[config.mk]
export PLATFORM = sky130hd
export DESIGN_NAME = uart_line_monitor
export DESIGN_NICKNAME = d
export VERILOG_FILES = /design/src/rtl/uart_line_monitor.sv
export SDC_FILE = /design/constraint.sdc
export NUM_CORES = 1
export LEC_CHECK = 0
export ABC_CLOCK_PERIOD_IN_PS = 3800
export BUFFER_PORTS_ARGS = -buffer_cell sky130_fd_sc_hd__buf_2
export CORE_UTILIZATION = 55
export DETAILED_ROUTE_END_ITERATION = 8
export PLACE_DENSITY = 0.76
export SYNTH_ARGS = -nofsm -noshare
export SYNTH_HDL_FRONTEND = slang
export SYNTH_SLANG_ARGS = --single-unit
[constraint.sdc]
create_clock -name pclk -period 3.8 [get_ports pclk]
set_clock_uncertainty 0.1 [all_clocks]
set_input_delay 0.76 -clock pclk [delete_from_list [all_inputs] [get_ports pclk]]
set_output_delay 0.76 -clock pclk [all_outputs]
set_load 0.005 [all_outputs]
[src/rtl/uart_line_monitor.sv]
// Passive UART line monitor: decodes frames off a tapped serial wire and reports
// data, parity/framing/break status per frame plus frame and error counters.
module uart_line_monitor #(
   parameter int unsigned DIV_W = 16,
   parameter int unsigned CNT_W = 16
) (
   input  logic             pclk,
   input  logic             preset_n,
   input  logic             uart_line,
   input  logic [DIV_W-1:0] cfg_div,
   input  logic [1:0]       cfg_wls,
   input  logic             cfg_pen,
   input  logic             cfg_eps,
   input  logic             cfg_stb,
   output logic             mon_valid,
   output logic [7:0]       mon_data,
   output logic             mon_perr,
   output logic             mon_ferr,
   output logic             mon_break,
   output logic             mon_busy,
   output logic [CNT_W-1:0] frame_cnt,
   output logic [CNT_W-1:0] err_cnt
);

   localparam int unsigned   DATA_W  = 8;
   localparam logic [DIV_W-1:0] DIV_MIN = DIV_W'(4);

   typedef enum logic [2:0] {IDLE, START, DATA, PARITY, STOP, BRKWAIT} state_e;

   state_e              state_q, state_d;
   logic                sync1_q, sync2_q, prev_q;
   logic [DIV_W-1:0]    bit_cnt_q, bit_cnt_d;
   logic [DIV_W-1:0]    div_q, div_d;
   logic [1:0]          wls_q, wls_d;
   logic                pen_q, pen_d, eps_q, eps_d, stb_q, stb_d;
   logic [DATA_W-1:0]   shift_q, shift_d;
   logic [2:0]          bit_idx_q, bit_idx_d;
   logic                stop_idx_q, stop_idx_d;
   logic                par_q, par_d, zero_q, zero_d;
   logic                perr_q, perr_d, ferr_q, ferr_d;
   logic                mon_valid_q, mon_valid_d;
   logic [DATA_W-1:0]   mon_data_q, mon_data_d;
   logic                mon_perr_q, mon_perr_d, mon_ferr_q, mon_ferr_d;
   logic                mon_break_q, mon_break_d, mon_busy_q, mon_busy_d;
   logic [CNT_W-1:0]    frame_cnt_q, frame_cnt_d, err_cnt_q, err_cnt_d;

   logic [DIV_W-1:0]    div_eff;
   logic                tick, sample, ferr_n, zero_n, is_brk, is_err;

   // Next-state, datapath and report logic
   always_comb begin
      state_d     = state_q;
      bit_cnt_d   = bit_cnt_q;
      div_d       = div_q;
      wls_d       = wls_q;
      pen_d       = pen_q;
      eps_d       = eps_q;
      stb_d       = stb_q;
      shift_d     = shift_q;
      bit_idx_d   = bit_idx_q;
      stop_idx_d  = stop_idx_q;
      par_d       = par_q;
      zero_d      = zero_q;
      perr_d      = perr_q;
      ferr_d      = ferr_q;
      mon_valid_d = 1'b0;
      mon_data_d  = mon_data_q;
      mon_perr_d  = mon_perr_q;
      mon_ferr_d  = mon_ferr_q;
      mon_break_d = mon_break_q;
      frame_cnt_d = frame_cnt_q;
      err_cnt_d   = err_cnt_q;
      ferr_n      = 1'b0;
      zero_n      = 1'b0;
      is_brk      = 1'b0;
      is_err      = 1'b0;

      div_eff = (cfg_div < DIV_MIN) ? DIV_MIN : cfg_div;
      tick    = (bit_cnt_q == '0);
      sample  = sync2_q;

      if (state_q != IDLE && state_q != BRKWAIT) begin
         bit_cnt_d = tick ? (div_q - DIV_W'(1)) : (bit_cnt_q - DIV_W'(1));
      end

      case (state_q)
         IDLE: begin
            if (!sync2_q && prev_q) begin
               state_d    = START;
               bit_cnt_d  = div_eff >> 1;
               div_d      = div_eff;
               wls_d      = cfg_wls;
               pen_d      = cfg_pen;
               eps_d      = cfg_eps;
               stb_d      = cfg_stb;
               shift_d    = '0;
               bit_idx_d  = '0;
               stop_idx_d = 1'b0;
               par_d      = 1'b0;
               zero_d     = 1'b1;
               perr_d     = 1'b0;
               ferr_d     = 1'b0;
            end
         end
         START: begin
            if (tick) state_d = sample ? IDLE : DATA;
         end
         DATA: begin
            if (tick) begin
               shift_d[bit_idx_q] = sample;
               par_d     = par_q ^ sample;
               zero_d    = zero_q & ~sample;
               bit_idx_d = bit_idx_q + 3'd1;
               if (bit_idx_q == (3'(wls_q) + 3'd4)) state_d = pen_q ? PARITY : STOP;
            end
         end
         PARITY: begin
            if (tick) begin
               perr_d  = eps_q ? (par_q ^ sample) : ~(par_q ^ sample);
               zero_d  = zero_q & ~sample;
               state_d = STOP;
            end
         end
         STOP: begin
            if (tick) begin
               ferr_n     = ferr_q | ~sample;
               zero_n     = zero_q & ~sample;
               ferr_d     = ferr_n;
               zero_d     = zero_n;
               stop_idx_d = 1'b1;
               if (stop_idx_q == stb_q) begin
                  // Last stop sample: publish the frame
                  is_brk      = zero_n;
                  is_err      = is_brk | perr_q | ferr_n;
                  mon_valid_d = 1'b1;
                  mon_data_d  = is_brk ? '0 : shift_q;
                  mon_perr_d  = ~is_brk & perr_q;
                  mon_ferr_d  = ~is_brk & ferr_n;
                  mon_break_d = is_brk;
                  frame_cnt_d = frame_cnt_q + CNT_W'(1);
                  if (is_err && (err_cnt_q != '1)) err_cnt_d = err_cnt_q + CNT_W'(1);
                  state_d     = is_brk ? BRKWAIT : IDLE;
               end
            end
         end
         BRKWAIT: begin
            if (sync2_q) state_d = IDLE;
         end
         default: state_d = IDLE;
      endcase

      mon_busy_d = (state_d != IDLE);
   end

   always_ff @(posedge pclk) begin
      if (!preset_n) begin
         sync1_q     <= 1'b1;
         sync2_q     <= 1'b1;
         prev_q      <= 1'b1;
         state_q     <= IDLE;
         bit_cnt_q   <= '0;
         div_q       <= DIV_MIN;
         wls_q       <= '0;
         pen_q       <= 1'b0;
         eps_q       <= 1'b0;
         stb_q       <= 1'b0;
         shift_q     <= '0;
         bit_idx_q   <= '0;
         stop_idx_q  <= 1'b0;
         par_q       <= 1'b0;
         zero_q      <= 1'b0;
         perr_q      <= 1'b0;
         ferr_q      <= 1'b0;
         mon_valid_q <= 1'b0;
         mon_data_q  <= '0;
         mon_perr_q  <= 1'b0;
         mon_ferr_q  <= 1'b0;
         mon_break_q <= 1'b0;
         mon_busy_q  <= 1'b0;
         frame_cnt_q <= '0;
         err_cnt_q   <= '0;
      end else begin
         sync1_q     <= uart_line;
         sync2_q     <= sync1_q;
         prev_q      <= sync2_q;
         state_q     <= state_d;
         bit_cnt_q   <= bit_cnt_d;
         div_q       <= div_d;
         wls_q       <= wls_d;
         pen_q       <= pen_d;
         eps_q       <= eps_d;
         stb_q       <= stb_d;
         shift_q     <= shift_d;
         bit_idx_q   <= bit_idx_d;
         stop_idx_q  <= stop_idx_d;
         par_q       <= par_d;
         zero_q      <= zero_d;
         perr_q      <= perr_d;
         ferr_q      <= ferr_d;
         mon_valid_q <= mon_valid_d;
         mon_data_q  <= mon_data_d;
         mon_perr_q  <= mon_perr_d;
         mon_ferr_q  <= mon_ferr_d;
         mon_break_q <= mon_break_d;
         mon_busy_q  <= mon_busy_d;
         frame_cnt_q <= frame_cnt_d;
         err_cnt_q   <= err_cnt_d;
      end
   end

   assign mon_valid = mon_valid_q;
   assign mon_data  = mon_data_q;
   assign mon_perr  = mon_perr_q;
   assign mon_ferr  = mon_ferr_q;
   assign mon_break = mon_break_q;
   assign mon_busy  = mon_busy_q;
   assign frame_cnt = frame_cnt_q;
   assign err_cnt   = err_cnt_q;

endmodule

Yosys cells after proc, flatten, opt, wreduce, memory -nomap -nowiden
Cells that the tools add are included.
{"block": "word_totals", "latchBits": 0, "mem_count": 0, "romBits": 0, "mem_bits_rw": 0, "register_bits": 104, "word_cells": 121}
{"block": "classes", "mul": 0, "n_mux": 41, "n_addsub": 6, "reduce_logical": 22, "shifts": 0, "magnitude_cmp": 3, "n_bitwise": 10, "n_eq_ne": 14, "n_div": 0}
{"operator": "two-way mux 16 bit", "count": 5}
{"operator": "two-way mux 3 bit", "count": 12}
{"operator": "adder 16 x 1 -> 16 bit (second input constant)", "count": 2}
{"operator": "subtractor 16 x 1 -> 16 bit (second input constant)", "count": 2}
{"operator": "two-way mux 8 bit", "count": 3}
{"operator": "one-hot mux 3 bit (6 select lines)", "count": 1}
{"operator": "AND reduction 3 bit", "count": 6}
{"operator": "logical NOT 16 bit", "count": 1}
{"operator": "less-than comparator 16 x 3 -> 1 bit (second input constant)", "count": 1}
{"operator": "inequality test 16 bit (second input constant)", "count": 1}
{"operator": "one-hot mux 8 bit (2 select lines)", "count": 1}
{"operator": "two-way mux 1 bit", "count": 10}
{"operator": "one-hot mux 1 bit (2 select lines)", "count": 5}
{"operator": "bitwise mux 8 bit", "count": 1}
{"operator": "inequality test 2 bit (second input constant)", "count": 4}
{"operator": "nonzero test 2 bit", "count": 4}
{"operator": "equality test 3 x 2 -> 1 bit (second input constant)", "count": 2}
{"operator": "equality test 3 bit (second input constant)", "count": 2}
{"operator": "one-hot mux 3 bit (2 select lines)", "count": 1}
{"operator": "nonzero test 3 bit", "count": 2}
{"operator": "logical AND 1 bit", "count": 4}
{"operator": "less-than comparator 3 x 4 -> 1 bit (second input constant)", "count": 1}
{"operator": "AND reduction 4 bit", "count": 1}
{"operator": "adder 2 x 3 -> 3 bit (second input constant)", "count": 1}
{"operator": "17 further kinds", "count": 23}

Depth between registers and ports, before layout
{"block": "depth", "depth_word": 7, "depth_mapped": 14}

Least setup slack after synthesis
No wires, ideal clock.
{"block": "synth_timing", "kind": "reg2reg", "from": "reg bit_cnt_q[6]", "to": "reg bit_cnt_q[14]", "n_path_buf": 3, "arrival_time_ps": 3060, "path_stages_with_launch": 15, "setup_time_ps": 78, "path_slack_ps": 562, "required_time_ps": 3622, "path_cell_list": "dfxtp_1 > nor4_1 > nand3_1 > nor2_1 > buf_2 > clkbuf_1 > a21oi_1 > ha_1 > or3b_2 > clkbuf_1 > nor2_1 > nand4b_1 > a21boi_0 > o221ai_1 > nor3_1"}
{"block": "synth_between", "elab_chain_len": 5}
{"element": "start, declared", "line": "32", "rtl": "logic [DIV_W-1:0] bit_cnt_q, bit_cnt_d;"}
{"element": "start signal, assigned", "line": "187", "rtl": "bit_cnt_q <= bit_cnt_d;"}
{"element": "subtractor 16 x 1 -> 16 bit or logical NOT 16 bit (tied branches)", "line": "83, 79"}
{"element": "two-way mux 16 bit *", "line": "83", "rtl": "bit_cnt_d = tick ? (div_q - DIV_W'(1)) : (bit_cnt_q - DIV_W'(1));"}
{"element": "two-way mux 16 bit *", "line": "82", "rtl": "if (state_q != IDLE && state_q != BRKWAIT) begin"}
{"element": "two-way mux 16 bit", "line": "88", "rtl": "if (!sync2_q && prev_q) begin"}
{"element": "two-way mux 16 bit *", "line": "86", "rtl": "case (state_q)"}
Mark *: on every way between the ends. The rest lies on a longest branch, timed or not.
A chain may end at the register's enable or synchronous reset.

Worst setup path after layout
{"block": "layout_timing", "from": "reg bit_cnt_q[3]", "to": "reg bit_cnt_q[14]"}
The elaborated chain is that of the path after synthesis.

==> reports/qor.csv <==
stage;metric;value;unit
worst_setup_path;endpoint type of the worst setup path;flop;
sta;Final Hold Violating Endpoints;0;
floorplanning;Site Rows;35;
sta;Tmin final;3.43;ns
clock_network;CTS sink count;104;
routing;drt drc;0;
pwr;Static Leak;2.30;nW
worst_setup_path;CP peak stage delay;0.57;ns
worst_setup_path;CP cell instances;nor4_1 > nand3_1 > nor2_1 > a21oi_1 > ha_1 > or3b_2 > nor2_1 > nand4b_1 > a21boi_0 > o221ai_1 > nor3_1;
floorplanning;starting density of the core;56.7;%
routing;First-pass DRT Iterations;6;
worst_setup_path;Worst Path Required;3.99;ns
worst_setup_path;delay-heaviest family, CP;simple AND/OR/NAND/NOR gates;
global_route;global route overflow;0;
min_path;Hold Crit Start;sync1_q$_SDFF_PN1_;
logic_synthesis;number of synthesized flops with an enable pin;0;
global_route;vias in the first global route;4458;
logic_synthesis;leading area contributor after synthesis;dfxtp_1;
sta;pins over their slew limit;0;
sta;Setup TNS;0;ns
clock_network;htree depth;3;
worst_setup_path;CP max stage cell;nor4_1;
sta;Final period util;90.2;%
worst_setup_path;Crit Path Max Fanout;6;
clock_network;Clock Tree Buf Depth;2;
floorplanning;die height;99.4;um
logic_synthesis;Synthesized Nets;657;
logic_synthesis;top cells by area, synth;dfxtp_1 40%, nand2_1 5.3%, nor2_1 5.0%;
floorplanning;overall die width;99.4;um
floorplanning;Die ar.;9880;sq um
finish;Ant. Diodes;0;
routing;DR WL/cell;17.0;um
pwr;PwrDens;391;nW/um^2
run_status;outcome;completed;
floorplanning;# IOs;69;
min_path;Hold Path Sink;sample$_SDFF_PN1_;
logic_synthesis;Ys Warns;0;
clock_network;Num CTS Buffers;9;
routing;DR vias/cell;6.15;
pwr;Worst IR Drop VDD;255;uV
sta;slew at the pin with the worst max-slew slack;0.924;ns
worst_setup_path;R2R Path End;bit_cnt_q[14]$_SDFF_PN0_;
global_route;initial antenna violation count;0;
logic_synthesis;Synth top area share;39.9;%
clock_network;# resized after CTS;0;
logic_synthesis;Seq cells post-synth;104;
sta;Slew Limit Headroom;38.3;%
finish;share of cells above drive strength 1;18.4;%
finish;Filler cells;826;
global_route;first-pass GRT wire length;22.4;mm
worst_setup_path;Critical Path AT;3.62;ns
worst_setup_path;R2R Setup Slk;0.37;ns
worst_setup_path;Worst setup SP type;flop;
min_path;Worst Hold Depth;1;
clock_network;Clock Tree Root;clkbuf_8;
worst_setup_path;worst-case reg-to-reg path depth;11;
sta;RSZ-0062 raised after global routing;false;
placed_design;global placement routability congestion;0.960;
logic_synthesis;Main synth FF type;dfxtp_1;
global_route;largest net degree at the start of global routing;64;
global_route;total track usage;28.3;%
logic_synthesis;synthesized area;5220;sq um
logic_synthesis;Synth async-reset ratio;0;%
min_path;HP Class;flop to flop;
flow_run;# Max-Cap Violations;0;
placed_design;number of buffers added on ports;68;
logic_synthesis;cell count after synthesis;629;
pwr;Pwr Total;0.00227;W
routing;drt total wl;13.6;mm
routing;vias;4920;
worst_setup_path;Most Frequent Cell on Critical Path;nor2_1;
clock_network;Hold Buf Count CTS;0;
finish;area grow syn2layout;11.3;%
clock_network;CTS clk-pin slew, worst paths;0.10;ns
worst_setup_path;Reg2Reg Launch Point;bit_cnt_q[3]$_SDFF_PN0_;
logic_synthesis;register area share after synthesis;39.9;%
worst_setup_path;critical path class;flop to flop;
logic_synthesis;Mean Syn Cell Area;8.30;sq um
sta;Max Fclk;292;MHz
placed_design;hpwl dp;9.75;mm
worst_setup_path;Buf/Inv on CP;0;
floorplanning;core area;9200;sq um
routing;initial drt markers;347;
finish;# nets final;712;
sta;endpoints failing setup;0;
clock_network;CTS tree;built;
clock_network;Post CTS Setup Buffer Count;0;
clock_network;worst-skew pair later-pin latency;0.37;ns
logic_synthesis;Synth cell types;73;
routing;post-route ant nets;0;
-- worst max path at each step --
stage | cells after the start | endpoint | slack, ns | start
final | 11 | bit_cnt_q[14]$_SDFF_PN0_ | 0.37 | bit_cnt_q[3]$_SDFF_PN0_
after global routing | 11 | bit_cnt_q[14]$_SDFF_PN0_ | 0.17 | bit_cnt_q[12]$_SDFF_PN0_
after CTS | 11 | bit_cnt_q[14]$_SDFF_PN0_ | 0.50 | bit_cnt_q[3]$_SDFF_PN0_
after detailed placement | 11 | bit_cnt_q[14]$_SDFF_PN0_ | 0.56 | bit_cnt_q[6]$_SDFF_PN0_
after global placement | 11 | bit_cnt_q[14]$_SDFF_PN0_ | 0.65 | bit_cnt_q[6]$_SDFF_PN0_
after floorplan | 14 | bit_cnt_q[14]$_SDFF_PN0_ | 0.56 | bit_cnt_q[6]$_SDFF_PN0_
-- synthesized netlist by cell type (3+ instances only) --
library cell and instances:
a211oi_1 5, a21o_1 4, a21oi_1 48, a22o_1 6
a22oi_1 11, a31oi_1 5, and2_1 4, and3_1 7
and4_1 4, buf_2 6, clkbuf_1 28, dfxtp_1 104
ha_1 4, inv_1 6, mux2i_1 8, nand2_1 74
nand2b_1 5, nand3_1 33, nand4_1 14, nor2_1 69
nor2b_1 3, nor3_1 18, nor4_1 9, nor4_2 8
o211ai_1 5, o21a_1 3, o21ai_0 28, o221ai_1 3
or2_2 5, or3_1 13, or4_1 4, xnor2_1 18
xor2_1 13
-- cells in the final DEF (no fill, tap or decap), types with 6 or more instances in the layout --
| cell type | Yosys | routed |
|---|---|---|
| a21oi_1 | 48 | 48 |
| a22o_1 | 6 | 6 |
| a22oi_1 | 11 | 11 |
| and3_1 | 7 | 7 |
| buf_2 | 6 | 68 |
| buf_4 | 0 | 12 |
| clkbuf_8 | 0 | 9 |
| dfxtp_1 | 104 | 104 |
| inv_1 | 6 | 6 |
| mux2i_1 | 8 | 8 |
| nand2_1 | 74 | 74 |
| nand3_1 | 33 | 33 |
| nand4_1 | 14 | 14 |
| nor2_1 | 69 | 69 |
| nor3_1 | 18 | 18 |
| nor4_1 | 9 | 9 |
| nor4_2 | 8 | 8 |
| o21ai_0 | 28 | 28 |
| or3_1 | 13 | 13 |
| xnor2_1 | 18 | 18 |
| xor2_1 | 13 | 13 |
-- layout make-up --
cell class | instances | area [sq um] | area share (%)
inverters | 8 | 30.0 | 0.517
flip-flops and latches | 104 | 2080 | 35.8
repair buffers | 80 | 430 | 7.41
well taps | 111 | 139 | 2.39
multi-input cells | 481 | 2950 | 50.8
clock inverters | 6 | 51.3 | 0.883
clock buffers | 10 | 128 | 2.20
-- where the power goes --
part	switching [W]	internal, W
registers	0.0000318	0.00111
logic	0.000310	0.000164
clock network	0.000403	0.000250
total	0.000745	0.00153
-- layer usage --
metal | part of all wire, % | global-route usage, %
met1 | 47 | 40.6
met2 | 46 | 44.8
met3 | 5.3 | 3.30
met4 | 1.2 | 8.60
met5 | 0 | 0
-- stage by stage --
| step | utilization [%] | hold WS [ns] | area (sq um) | setup WS [ns] | std cells |
|---|---|---|---|---|---|
| after floorplan | - | 0.286 | 5220 | 0.562 | 629 |
| after global placement | 61.2 | 0.292 | 5630 | 0.654 | 784 |
| after detailed placement | 61.2 | 0.291 | 5630 | 0.563 | 784 |
| after CTS | 63.2 | 0.315 | 5810 | 0.495 | 800 |
| after global routing | 63.2 | 0.364 | 5810 | 0.165 | 800 |
| final | 63.2 | 0.315 | 5810 | 0.371 | 800 |
-- registers in the layout, summed over array words and instances, names as in the netlist, 2 cells and up --
signal / flops
bit_cnt_q: 16
bit_idx_q: 3
div_q: 16
err_cnt: 16
frame_cnt: 16
mon_data: 8
shift_q: 8
state_q: 3
wls_q: 2
-- logic make-up after synthesis --
family / Yosys count / share of synthesized area, %
compound gates: 147 / 18.5
xor+xnor: 31 / 5.20
fa+ha+maj: 4 / 0.959
buf+inv: 44 / 3.60
flops: 104 / 39.9
mux: 8 / 1.53
simple gates: 291 / 30.3
Note: power is estimated with default switching activity, not from simulation.
